--- config.mk ---
export PLATFORM = sky130hd
export DESIGN_NAME = mem_arbiter_flat
export DESIGN_NICKNAME = d
export VERILOG_FILES = /design/src/rtl/mem_arbiter_pkg.sv /design/src/rtl/mem_arbiter_if.sv /design/src/rtl/mem_timeout_cnt.sv /design/src/rtl/mem_arbiter.sv /design/src/flat_wrapper.sv
export SDC_FILE = /design/constraint.sdc
export NUM_CORES = 1
export LEC_CHECK = 0
export ABC_CLOCK_PERIOD_IN_PS = 2200
export CORE_UTILIZATION = 41
export CTS_BUF_LIST = sky130_fd_sc_hd__clkbuf_8 sky130_fd_sc_hd__clkbuf_16
export DETAILED_ROUTE_END_ITERATION = 10
export PLACE_DENSITY = 0.85
export SLEW_MARGIN = 20
export SYNTH_ARGS = -nofsm -noshare
export SYNTH_HDL_FRONTEND = slang
export SYNTH_SLANG_ARGS = --single-unit
--- constraint.sdc ---
create_clock -name i_Clk -period 2.2 [get_ports i_Clk]
set_input_delay 0.44 -clock i_Clk [delete_from_list [all_inputs] [get_ports i_Clk]]
set_output_delay 0.44 -clock i_Clk [all_outputs]
set_load 0.03 [all_outputs]
--- src/rtl/mem_arbiter_pkg.sv ---
// Shared definitions for the instruction/data memory-port arbiter.
package mem_arbiter_pkg;

  localparam int unsigned DefaultTimeout = 255;

  typedef enum logic [1:0] {
    StIdle,
    StIBusy,
    StDBusy
  } arb_state_e;

endpackage

--- src/rtl/mem_arbiter_if.sv ---
// Fetch-side, MEM-stage and shared memory-port signals of the arbiter.
interface mem_arbiter_if;

  logic        i_IReq;
  logic [31:0] i_IAddr;
  logic        i_DRead;
  logic        i_DWrite;
  logic [31:0] i_DAddr;
  logic [31:0] i_DWData;
  logic        o_MemReq;
  logic        o_MemWe;
  logic [31:0] o_MemAddr;
  logic [31:0] o_MemWData;
  logic        i_MemAck;
  logic [31:0] i_MemRData;
  logic [31:0] o_IRData;
  logic        o_IDone;
  logic        o_IStall;
  logic [31:0] o_DRData;
  logic        o_DDone;
  logic        o_DStall;
  logic        o_BusErr;

  // Arbiter view.
  modport master (
    input  i_IReq, i_IAddr, i_DRead, i_DWrite, i_DAddr, i_DWData, i_MemAck, i_MemRData,
    output o_MemReq, o_MemWe, o_MemAddr, o_MemWData, o_IRData, o_IDone, o_IStall,
    output o_DRData, o_DDone, o_DStall, o_BusErr
  );

  // Requester/memory environment view.
  modport slave (
    output i_IReq, i_IAddr, i_DRead, i_DWrite, i_DAddr, i_DWData, i_MemAck, i_MemRData,
    input  o_MemReq, o_MemWe, o_MemAddr, o_MemWData, o_IRData, o_IDone, o_IStall,
    input  o_DRData, o_DDone, o_DStall, o_BusErr
  );

endinterface

--- src/rtl/mem_timeout_cnt.sv ---
// Saturating BUSY-cycle counter; hit flags the cycle whose increment reaches Limit.
module mem_timeout_cnt #(
  parameter int unsigned Limit = 255
) (
  input  logic clk,
  input  logic rst,
  input  logic en,
  input  logic clr,
  output logic hit
);

  localparam int unsigned CntW = $clog2(Limit + 1);
  localparam logic [CntW-1:0] LimitC = CntW'(Limit);
  localparam logic [CntW-1:0] LimitM1 = CntW'(Limit - 1);

  logic [CntW-1:0] cnt_q;

  always_ff @(posedge clk) begin
    if (rst || clr) begin
      cnt_q <= '0;
    end else if (en && (cnt_q != LimitC)) begin
      cnt_q <= cnt_q + 1'b1;
    end
  end

  assign hit = en && (cnt_q >= LimitM1);

endmodule

--- src/rtl/mem_arbiter.sv ---
// Arbitrates fetch and load/store requests onto one shared memory port, with timeout abort.
module mem_arbiter
  import mem_arbiter_pkg::*;
#(
  parameter int unsigned TIMEOUT = DefaultTimeout
) (
  input logic           i_Clk,
  input logic           Reset,
  mem_arbiter_if.master bus
);

  arb_state_e  state_q, state_d;
  logic        last_d_q, last_d_d;
  logic        mem_req_q, mem_req_d, mem_we_q, mem_we_d;
  logic [31:0] mem_addr_q, mem_addr_d, mem_wdata_q, mem_wdata_d;
  logic [31:0] irdata_q, irdata_d, drdata_q, drdata_d;
  logic        idone_q, idone_d, ddone_q, ddone_d, berr_q, berr_d;
  logic        d_pend, i_pend, grant_d, grant_i, busy, hit, ack;

  assign d_pend  = bus.i_DRead | bus.i_DWrite;
  assign i_pend  = bus.i_IReq;
  // On contention D wins unless D held the port last.
  assign grant_d = d_pend && (!i_pend || !last_d_q);
  assign grant_i = i_pend && !grant_d;
  assign busy    = (state_q != StIdle);
  assign ack     = bus.i_MemAck;

  mem_timeout_cnt #(
    .Limit(TIMEOUT)
  ) u_timeout_cnt (
    .clk(i_Clk),
    .rst(Reset),
    .en (busy),
    .clr(!busy),
    .hit(hit)
  );

  always_ff @(posedge i_Clk) begin
    if (Reset) begin
      state_q <= StIdle;
    end else begin
      state_q <= state_d;
    end
  end

  always_comb begin
    state_d = state_q;
    unique case (state_q)
      StIdle: begin
        if (grant_d)      state_d = StDBusy;
        else if (grant_i) state_d = StIBusy;
      end
      StIBusy, StDBusy: begin
        if (ack || hit) state_d = StIdle;
      end
      default: state_d = StIdle;
    endcase
  end

  always_comb begin
    last_d_d    = last_d_q;
    mem_req_d   = mem_req_q;
    mem_we_d    = mem_we_q;
    mem_addr_d  = mem_addr_q;
    mem_wdata_d = mem_wdata_q;
    irdata_d    = irdata_q;
    drdata_d    = drdata_q;
    idone_d     = 1'b0;
    ddone_d     = 1'b0;
    berr_d      = berr_q;
    unique case (state_q)
      StIdle: begin
        if (grant_d) begin
          mem_req_d   = 1'b1;
          mem_we_d    = bus.i_DWrite;
          mem_addr_d  = {bus.i_DAddr[31:2], 2'b00};
          mem_wdata_d = bus.i_DWrite ? bus.i_DWData : 32'h0;
        end else if (grant_i) begin
          mem_req_d   = 1'b1;
          mem_we_d    = 1'b0;
          mem_addr_d  = {bus.i_IAddr[31:2], 2'b00};
          mem_wdata_d = 32'h0;
        end
      end
      StIBusy: begin
        if (ack || hit) begin
          mem_req_d = 1'b0;
          idone_d   = 1'b1;
          last_d_d  = 1'b0;
          irdata_d  = ack ? bus.i_MemRData : 32'h0;
          if (!ack) berr_d = 1'b1;
        end
      end
      StDBusy: begin
        if (ack || hit) begin
          mem_req_d = 1'b0;
          ddone_d   = 1'b1;
          last_d_d  = 1'b1;
          if (!mem_we_q) drdata_d = ack ? bus.i_MemRData : 32'h0;
          if (!ack) berr_d = 1'b1;
        end
      end
      default: ;
    endcase
  end

  always_ff @(posedge i_Clk) begin
    if (Reset) begin
      last_d_q    <= 1'b0;
      mem_req_q   <= 1'b0;
      mem_we_q    <= 1'b0;
      mem_addr_q  <= 32'h0;
      mem_wdata_q <= 32'h0;
      irdata_q    <= 32'h0;
      drdata_q    <= 32'h0;
      idone_q     <= 1'b0;
      ddone_q     <= 1'b0;
      berr_q      <= 1'b0;
    end else begin
      last_d_q    <= last_d_d;
      mem_req_q   <= mem_req_d;
      mem_we_q    <= mem_we_d;
      mem_addr_q  <= mem_addr_d;
      mem_wdata_q <= mem_wdata_d;
      irdata_q    <= irdata_d;
      drdata_q    <= drdata_d;
      idone_q     <= idone_d;
      ddone_q     <= ddone_d;
      berr_q      <= berr_d;
    end
  end

  assign bus.o_MemReq   = mem_req_q;
  assign bus.o_MemWe    = mem_we_q;
  assign bus.o_MemAddr  = mem_addr_q;
  assign bus.o_MemWData = mem_wdata_q;
  assign bus.o_IRData   = irdata_q;
  assign bus.o_DRData   = drdata_q;
  assign bus.o_IDone    = idone_q;
  assign bus.o_DDone    = ddone_q;
  assign bus.o_BusErr   = berr_q;
  assign bus.o_IStall   = i_pend & ~idone_q;
  assign bus.o_DStall   = d_pend & ~ddone_q;

endmodule

--- src/flat_wrapper.sv ---
// flat-port wrapper written by rule: the top's interface ports become plain ports
module mem_arbiter_flat import mem_arbiter_pkg::*;
#(
  parameter int unsigned TIMEOUT = DefaultTimeout
)
  (i_Clk, Reset, bus_i_IReq, bus_i_IAddr, bus_i_DRead, bus_i_DWrite, bus_i_DAddr, bus_i_DWData, bus_i_MemAck, bus_i_MemRData, bus_o_MemReq, bus_o_MemWe, bus_o_MemAddr, bus_o_MemWData, bus_o_IRData, bus_o_IDone, bus_o_IStall, bus_o_DRData, bus_o_DDone, bus_o_DStall, bus_o_BusErr);
  mem_arbiter_if bus_i ();
  input logic i_Clk;
  input logic Reset;
  input wire logic [$bits(bus_i.i_IReq)-1:0] bus_i_IReq;
  input wire logic [$bits(bus_i.i_IAddr)-1:0] bus_i_IAddr;
  input wire logic [$bits(bus_i.i_DRead)-1:0] bus_i_DRead;
  input wire logic [$bits(bus_i.i_DWrite)-1:0] bus_i_DWrite;
  input wire logic [$bits(bus_i.i_DAddr)-1:0] bus_i_DAddr;
  input wire logic [$bits(bus_i.i_DWData)-1:0] bus_i_DWData;
  input wire logic [$bits(bus_i.i_MemAck)-1:0] bus_i_MemAck;
  input wire logic [$bits(bus_i.i_MemRData)-1:0] bus_i_MemRData;
  output wire logic [$bits(bus_i.o_MemReq)-1:0] bus_o_MemReq;
  output wire logic [$bits(bus_i.o_MemWe)-1:0] bus_o_MemWe;
  output wire logic [$bits(bus_i.o_MemAddr)-1:0] bus_o_MemAddr;
  output wire logic [$bits(bus_i.o_MemWData)-1:0] bus_o_MemWData;
  output wire logic [$bits(bus_i.o_IRData)-1:0] bus_o_IRData;
  output wire logic [$bits(bus_i.o_IDone)-1:0] bus_o_IDone;
  output wire logic [$bits(bus_i.o_IStall)-1:0] bus_o_IStall;
  output wire logic [$bits(bus_i.o_DRData)-1:0] bus_o_DRData;
  output wire logic [$bits(bus_i.o_DDone)-1:0] bus_o_DDone;
  output wire logic [$bits(bus_i.o_DStall)-1:0] bus_o_DStall;
  output wire logic [$bits(bus_i.o_BusErr)-1:0] bus_o_BusErr;
  assign bus_i.i_IReq = bus_i_IReq;
  assign bus_i.i_IAddr = bus_i_IAddr;
  assign bus_i.i_DRead = bus_i_DRead;
  assign bus_i.i_DWrite = bus_i_DWrite;
  assign bus_i.i_DAddr = bus_i_DAddr;
  assign bus_i.i_DWData = bus_i_DWData;
  assign bus_i.i_MemAck = bus_i_MemAck;
  assign bus_i.i_MemRData = bus_i_MemRData;
  assign bus_o_MemReq = bus_i.o_MemReq;
  assign bus_o_MemWe = bus_i.o_MemWe;
  assign bus_o_MemAddr = bus_i.o_MemAddr;
  assign bus_o_MemWData = bus_i.o_MemWData;
  assign bus_o_IRData = bus_i.o_IRData;
  assign bus_o_IDone = bus_i.o_IDone;
  assign bus_o_IStall = bus_i.o_IStall;
  assign bus_o_DRData = bus_i.o_DRData;
  assign bus_o_DDone = bus_i.o_DDone;
  assign bus_o_DStall = bus_i.o_DStall;
  assign bus_o_BusErr = bus_i.o_BusErr;
  mem_arbiter #(.TIMEOUT(TIMEOUT)) u_core (.i_Clk(i_Clk), .Reset(Reset), .bus(bus_i));
endmodule
[Word level (Yosys, flattened, before mapping)]
Cells that the tools add are included.
Storage, ports and cells
  register bits: 144
  input port bits: 134
  output and inout port bits: 135
  logic and storage cells: 75
Operators by class
  add/sub/neg operators: 1
  order comparisons: 1
  eq/ne operators: 7
  mux-type cells: 19
  bitwise operators: 9
  reductions and logical operators: 26
Operators by type and width (number)
  two-way mux 32 bit: 6
  AND reduction 3 bit: 4
  adder 8 x 1 -> 8 bit, second input constant: 1
  >= comparator 8 bit, second input constant: 1
  inequality test 8 bit, second input constant: 1
  nonzero test 2 bit: 4
  two-way mux 1 bit: 7
  two-way mux 2 bit: 3
  inequality test 2 x 1 -> 1 bit, second input constant: 3
  inverter 1 bit: 6
  AND reduction 2 bit: 3
  OR reduction 2 bit: 3
  logical AND 1 bit: 4
  zero test 1 bit: 4
  one-hot mux 1 bit (2 select lines): 2
  one-hot mux 2 bit (2 select lines): 1
  logical OR 1 bit: 3
  inequality test 3 x 1 -> 1 bit, second input constant: 1
  AND 1 bit: 2
  == test 2 x 1 -> 1 bit, second input constant: 1
  == test 2 bit, second input constant: 1
  zero test 2 bit: 1
  bitwise OR 1 bit: 1

[Longest topological paths before layout]
  word-level depth: 8
  depth in mapped cells: 8
  gate-level depth less buffers: 6

[Cells and area by module]
From an unflattened synthesis, not the netlist that was laid out.
Unflattened totals
  cells, all modules: 636
  area, all modules: 5652.9 µm²
Modules (own cells, without submodules)
  mem_arbiter: times used 1, cells an instance 585, area each 5211.2 µm², seq. area each 2682.6 µm²
  mem_timeout_cnt: times used 1, cells an instance 51, area each 441.7 µm², seq. area each 160.2 µm²

[Worst setup path before layout]
OpenSTA, ideal clock, no wires.
  kind: register to register
  start point: register u_core.u_timeout_cnt.cnt_q[0]
  end point: register u_core.irdata_q[4] (netlist: u_core.bus.o_IRData[4])
  setup time: 0.070 ns
  arrival time: 1.584 ns
  required time: 2.130 ns
  path slack: 0.545 ns
  stages on the path, launching flop included: 9
  path buffers: 2
  period minus slack after synthesis: 1.655 ns
  path through: dfxtp_1 -> inv_1 -> ha_1 -> o211ai_1 -> o31a_1 -> buf_6 -> buf_2 -> o21ai_1 -> a21oi_1
Between the ends
  cells in the longest elaborated chain, start to end: 4
Ends and longest elaborated chain
  start: declaration: line mem_timeout_cnt.sv:16  | logic [CntW-1:0] cnt_q;
  start signal: assignment: line mem_timeout_cnt.sv:22  | cnt_q <= cnt_q + 1'b1;
  >= comparator 8 bit: line mem_timeout_cnt.sv:26  | assign hit = en && (cnt_q >= LimitM1);
  logical AND 1 bit: line mem_timeout_cnt.sv:26
  logical OR 1 bit: line mem_arbiter.sv:86  | if (ack || hit) begin
  AND reduction 2 bit (no source line)
  end signal: assignment: line mem_arbiter.sv:125  | irdata_q <= irdata_d;
  end: declaration: line mem_arbiter.sv:16  | logic [31:0] irdata_q, irdata_d, drdata_q, drdata_d;
Every way passes these cells.
A chain may end at the register's enable or synchronous reset.

[Worst setup path after layout]
  start point: register u_core.u_timeout_cnt.cnt_q[0]
  end point: register u_core.drdata_q[21] (netlist: u_core.bus.o_DRData[21])
Between the ends
  cells in the longest elaborated chain, start to end: 4
Ends and longest elaborated chain
  >= comparator 8 bit: line mem_timeout_cnt.sv:26
  logical AND 1 bit: line mem_timeout_cnt.sv:26
  logical OR 1 bit: line mem_arbiter.sv:95  | if (ack || hit) begin
  AND reduction 3 bit (no source line)
  end signal: assignment: line mem_arbiter.sv:126  | drdata_q <= drdata_d;
  end: declaration: line mem_arbiter.sv:16
Every way passes these cells.

==> metrics.yaml <==
status:
  outcome: "complete, no violations"
place:
  dpl_worst_slack_ns: 0.114
  dp_hpwl_mm: 11.2
  place.port_buffers: 262
  gp_congestion: 0.789
clocking:
  numCtsBuffers: 17
  cts-root-buf: "clkbuf_16"
  ctsHoldBuffers: 0
  cts_max_level: 4
  clock_latency_ns: 0.42
  cts_max_path_buffers: 2
  post_cts_resized: 0
  clkSinkCount: 142
  cts_tree: "done"
  clk_pin_slew_ns: 0.06
  post-cts-setup-buffers: 0
timing:
  hold_slack_ns: 0.462
  max_freq_mhz: 505
  period_minus_slack_ns: 1.98
  slew_viol_final: 0
  fin_skew_ns: 0.00626
  rsz0062_at_grt: "no"
  tns_ns: 0
  setup_ws_ns: 0.219
  finalSetupViolCount: 0
  hold_viol_final: 0
  fin_crit_sh_pct: 90.0
power_and_ir_drop:
  ir_drop_mv: 0.732
  p_leak_nw: 3.33
  p_total_w: 0.00811
  p_per_area_mw_per_mm2: 907
setup_path:
  worstPathArrival_ns: 2.33
  cp-endpoint: "u_core.bus.o_DRData[21]$_SDFFE_PP0P_"
  end_kind: "flop"
  startpoint_type: "flop"
  critPathKind: "reg2reg"
  crit_fanout: 31
  crit-reg2reg-launch: "u_core.u_timeout_cnt.cnt_q[0]$_SDFFE_PP0P_"
  required_ns: 2.55
  crit_start: "u_core.u_timeout_cnt.cnt_q[0]$_SDFFE_PP0P_"
  rr_endpoint: "u_core.bus.o_DRData[21]$_SDFFE_PP0P_"
  r2r_setup_slack_ns: 0.22
  reg2regPathDepth: 7
global_routing:
  grt_max_degree: 61
  globalRoute.totalOverflow: 0
  grt_pass1_vias: 5276
  top_usage_layer: "met2"
  antenna_found_initial: 0
  grtUsageMet2_pct: 37.0
  use_met1_pct: 29.2
  grtUsageTotal_pct: 23.7
  grt_first_pass_wirelength_mm: 26.6
  grtUsageMet3_pct: 9.03
yosys:
  syn_avg_cell_area_um2: 8.86
  synth-edff-count: 0
  synthCells: 630
  ys_seq_elements: 142
  ys_async_sr_fraction_pct: 0
  ys.flop_type: "dfxtp_1"
  synth.cell_area_mm2: 0.00558
  yosysSeqAreaShare_pct: 50.9
  synth_cell_types: 42
  synth_top_area_share_pct: 50.9
  yosys.area.top_type: "dfxtp_1"
  ys_top_cells_by_area: "dfxtp_1 51%, a21oi_1 6.3%, nand3_1 5.8%, mux2i_1 5.4%, nor2_1 4.9%"
  synth_warnings: 0
routing:
  drc: 0
  antenna_left: 0
  drtIter0Drc: 284
  wire_per_inst_um: 15.8
  avgViaCountPerCell: 5.24
  routed_wl_mm: 16.8
  vias: 5547
  dr.pass1.iters: 4
die:
  die_x_um: 119
  num_io_pins: 269
  initial_core_util_pct: 42.1
  core_mm2: 0.0132
  fp.dieH_um: 119
  die_area_mm2: 0.0141
  num_rows: 42
cells_and_area:
  fillers: 1074
  n_antenna_cell: 0
  area_delta_synth_final_pct: 60.1
  layout_common_cells: "258 x clkdlybuf4s50_1, 142 x dfxtp_1, 73 x nor2_1, 69 x a21oi_1, 65 x nand3_1"
  post-route-util_pct: 67.5
  layout_commonest_cell: "clkdlybuf4s50_1"
  nNetsFinal: 1008
  drive_gt1_share_pct: 7.37
worst_hold_path:
  hp-class: "in2reg"
  hold_path.startpoint: "Reset"
job:
  max-cap-violations: 0
layer usage:
metal,vias up,part of all wire [%]
met5,-,0
met1,2577,42
met2,203,47
li1,2736,-
met4,0,2.1
met3,31,8.7
worst min path at each step:
stage | endpoint | slack [ns] | depth (start not counted)
2_1_floorplan | u_core.last_d_q$_SDFFE_PP0P_ | 0.47 | 2
3_3_place_gp | u_core.bus.o_BusErr$_SDFFE_PP0P_ | 0.45 | 2
3_5_place_dp | u_core.bus.o_DRData[4]$_SDFFE_PP0P_ | 0.47 | 2
4_1_cts | u_core.bus.o_BusErr$_SDFFE_PP0P_ | 0.45 | 2
5_1_grt | u_core.bus.o_MemWe$_SDFFE_PP0P_ | 0.48 | 2
6_report | u_core.bus.o_BusErr$_SDFFE_PP0P_ | 0.46 | 2
layout make-up:
| class | count | area [um2] | area share, % |
|---|---|---|---|
| flip-flops and latches | 142 | 2840 | 31.8 |
| repair buffers | 282 | 2840 | 31.7 |
| clock inverters | 14 | 123 | 1.37 |
| clock buffers | 18 | 439 | 4.91 |
| multi-input cells | 418 | 2450 | 27.4 |
| well taps | 176 | 220 | 2.46 |
| inverters | 8 | 30.0 | 0.336 |
cells in the mapped netlist, types with 7 or more instances:
library cell    n
buf_2          17
nand3_1        65
o21ai_0        53
o21ai_1        13
inv_1           8
a21oi_1        70
clkbuf_1       40
nor2_1         73
nand2_1         7
a211oi_1       33
a22oi_1        32
mux2i_1        30
dfxtp_1       142
state kept, by name, indices dropped and copies added (netlist names):
name,count
u_core.bus.o_MemWe,1
u_core.bus.o_DDone,1
u_core.last_d_q,1
u_core.bus.o_MemReq,1
u_core.bus.o_DRData,32
u_core.bus.o_BusErr,1
u_core.bus.o_IRData,32
u_core.u_timeout_cnt.cnt_q,8
u_core.state_q,2
u_core.bus.o_MemWData,32
u_core.bus.o_MemAddr,30
u_core.bus.o_IDone,1
cells by family after synthesis:
logic type	count (synthesis)	share of synthesized area [%]
multiplexers	30	5.38
other	1	0.0672
adder cells (fa/ha/maj)	5	1.12
flip-flops	142	50.9
AO/OA/AOI/OAI	213	22.7
AND/OR/NAND/NOR	166	13.9
XOR/XNOR	2	0.314
buffers and inverters	71	5.56
metrics by stage:
stage               cell area, um2  cells
floorplan                     5590    631
global placement              8380   1026
detailed placement            8380   1026
CTS                           8940   1058
global route                  8940   1058
finish                        8940   1058
critical path: stages, from the launching register on:
cell and delay (ns):
dfxtp_1 0.45, inv_1 0.07, ha_1 0.19, o211ai_1 0.26, o31a_2 0.44, buf_12 0.23, o21ai_0 0.10, a21oi_1 0.16
power by group:
part | leakage (nW) | internal [W] | total, W | switching, W
clock network | 0.287 | 0.00158 | 0.00270 | 0.00112
registers | 1.16 | 0.00285 | 0.00299 | 0.000140
logic | 1.89 | 0.00103 | 0.00242 | 0.00139
Note: power is estimated with default switching activity, not from simulation.
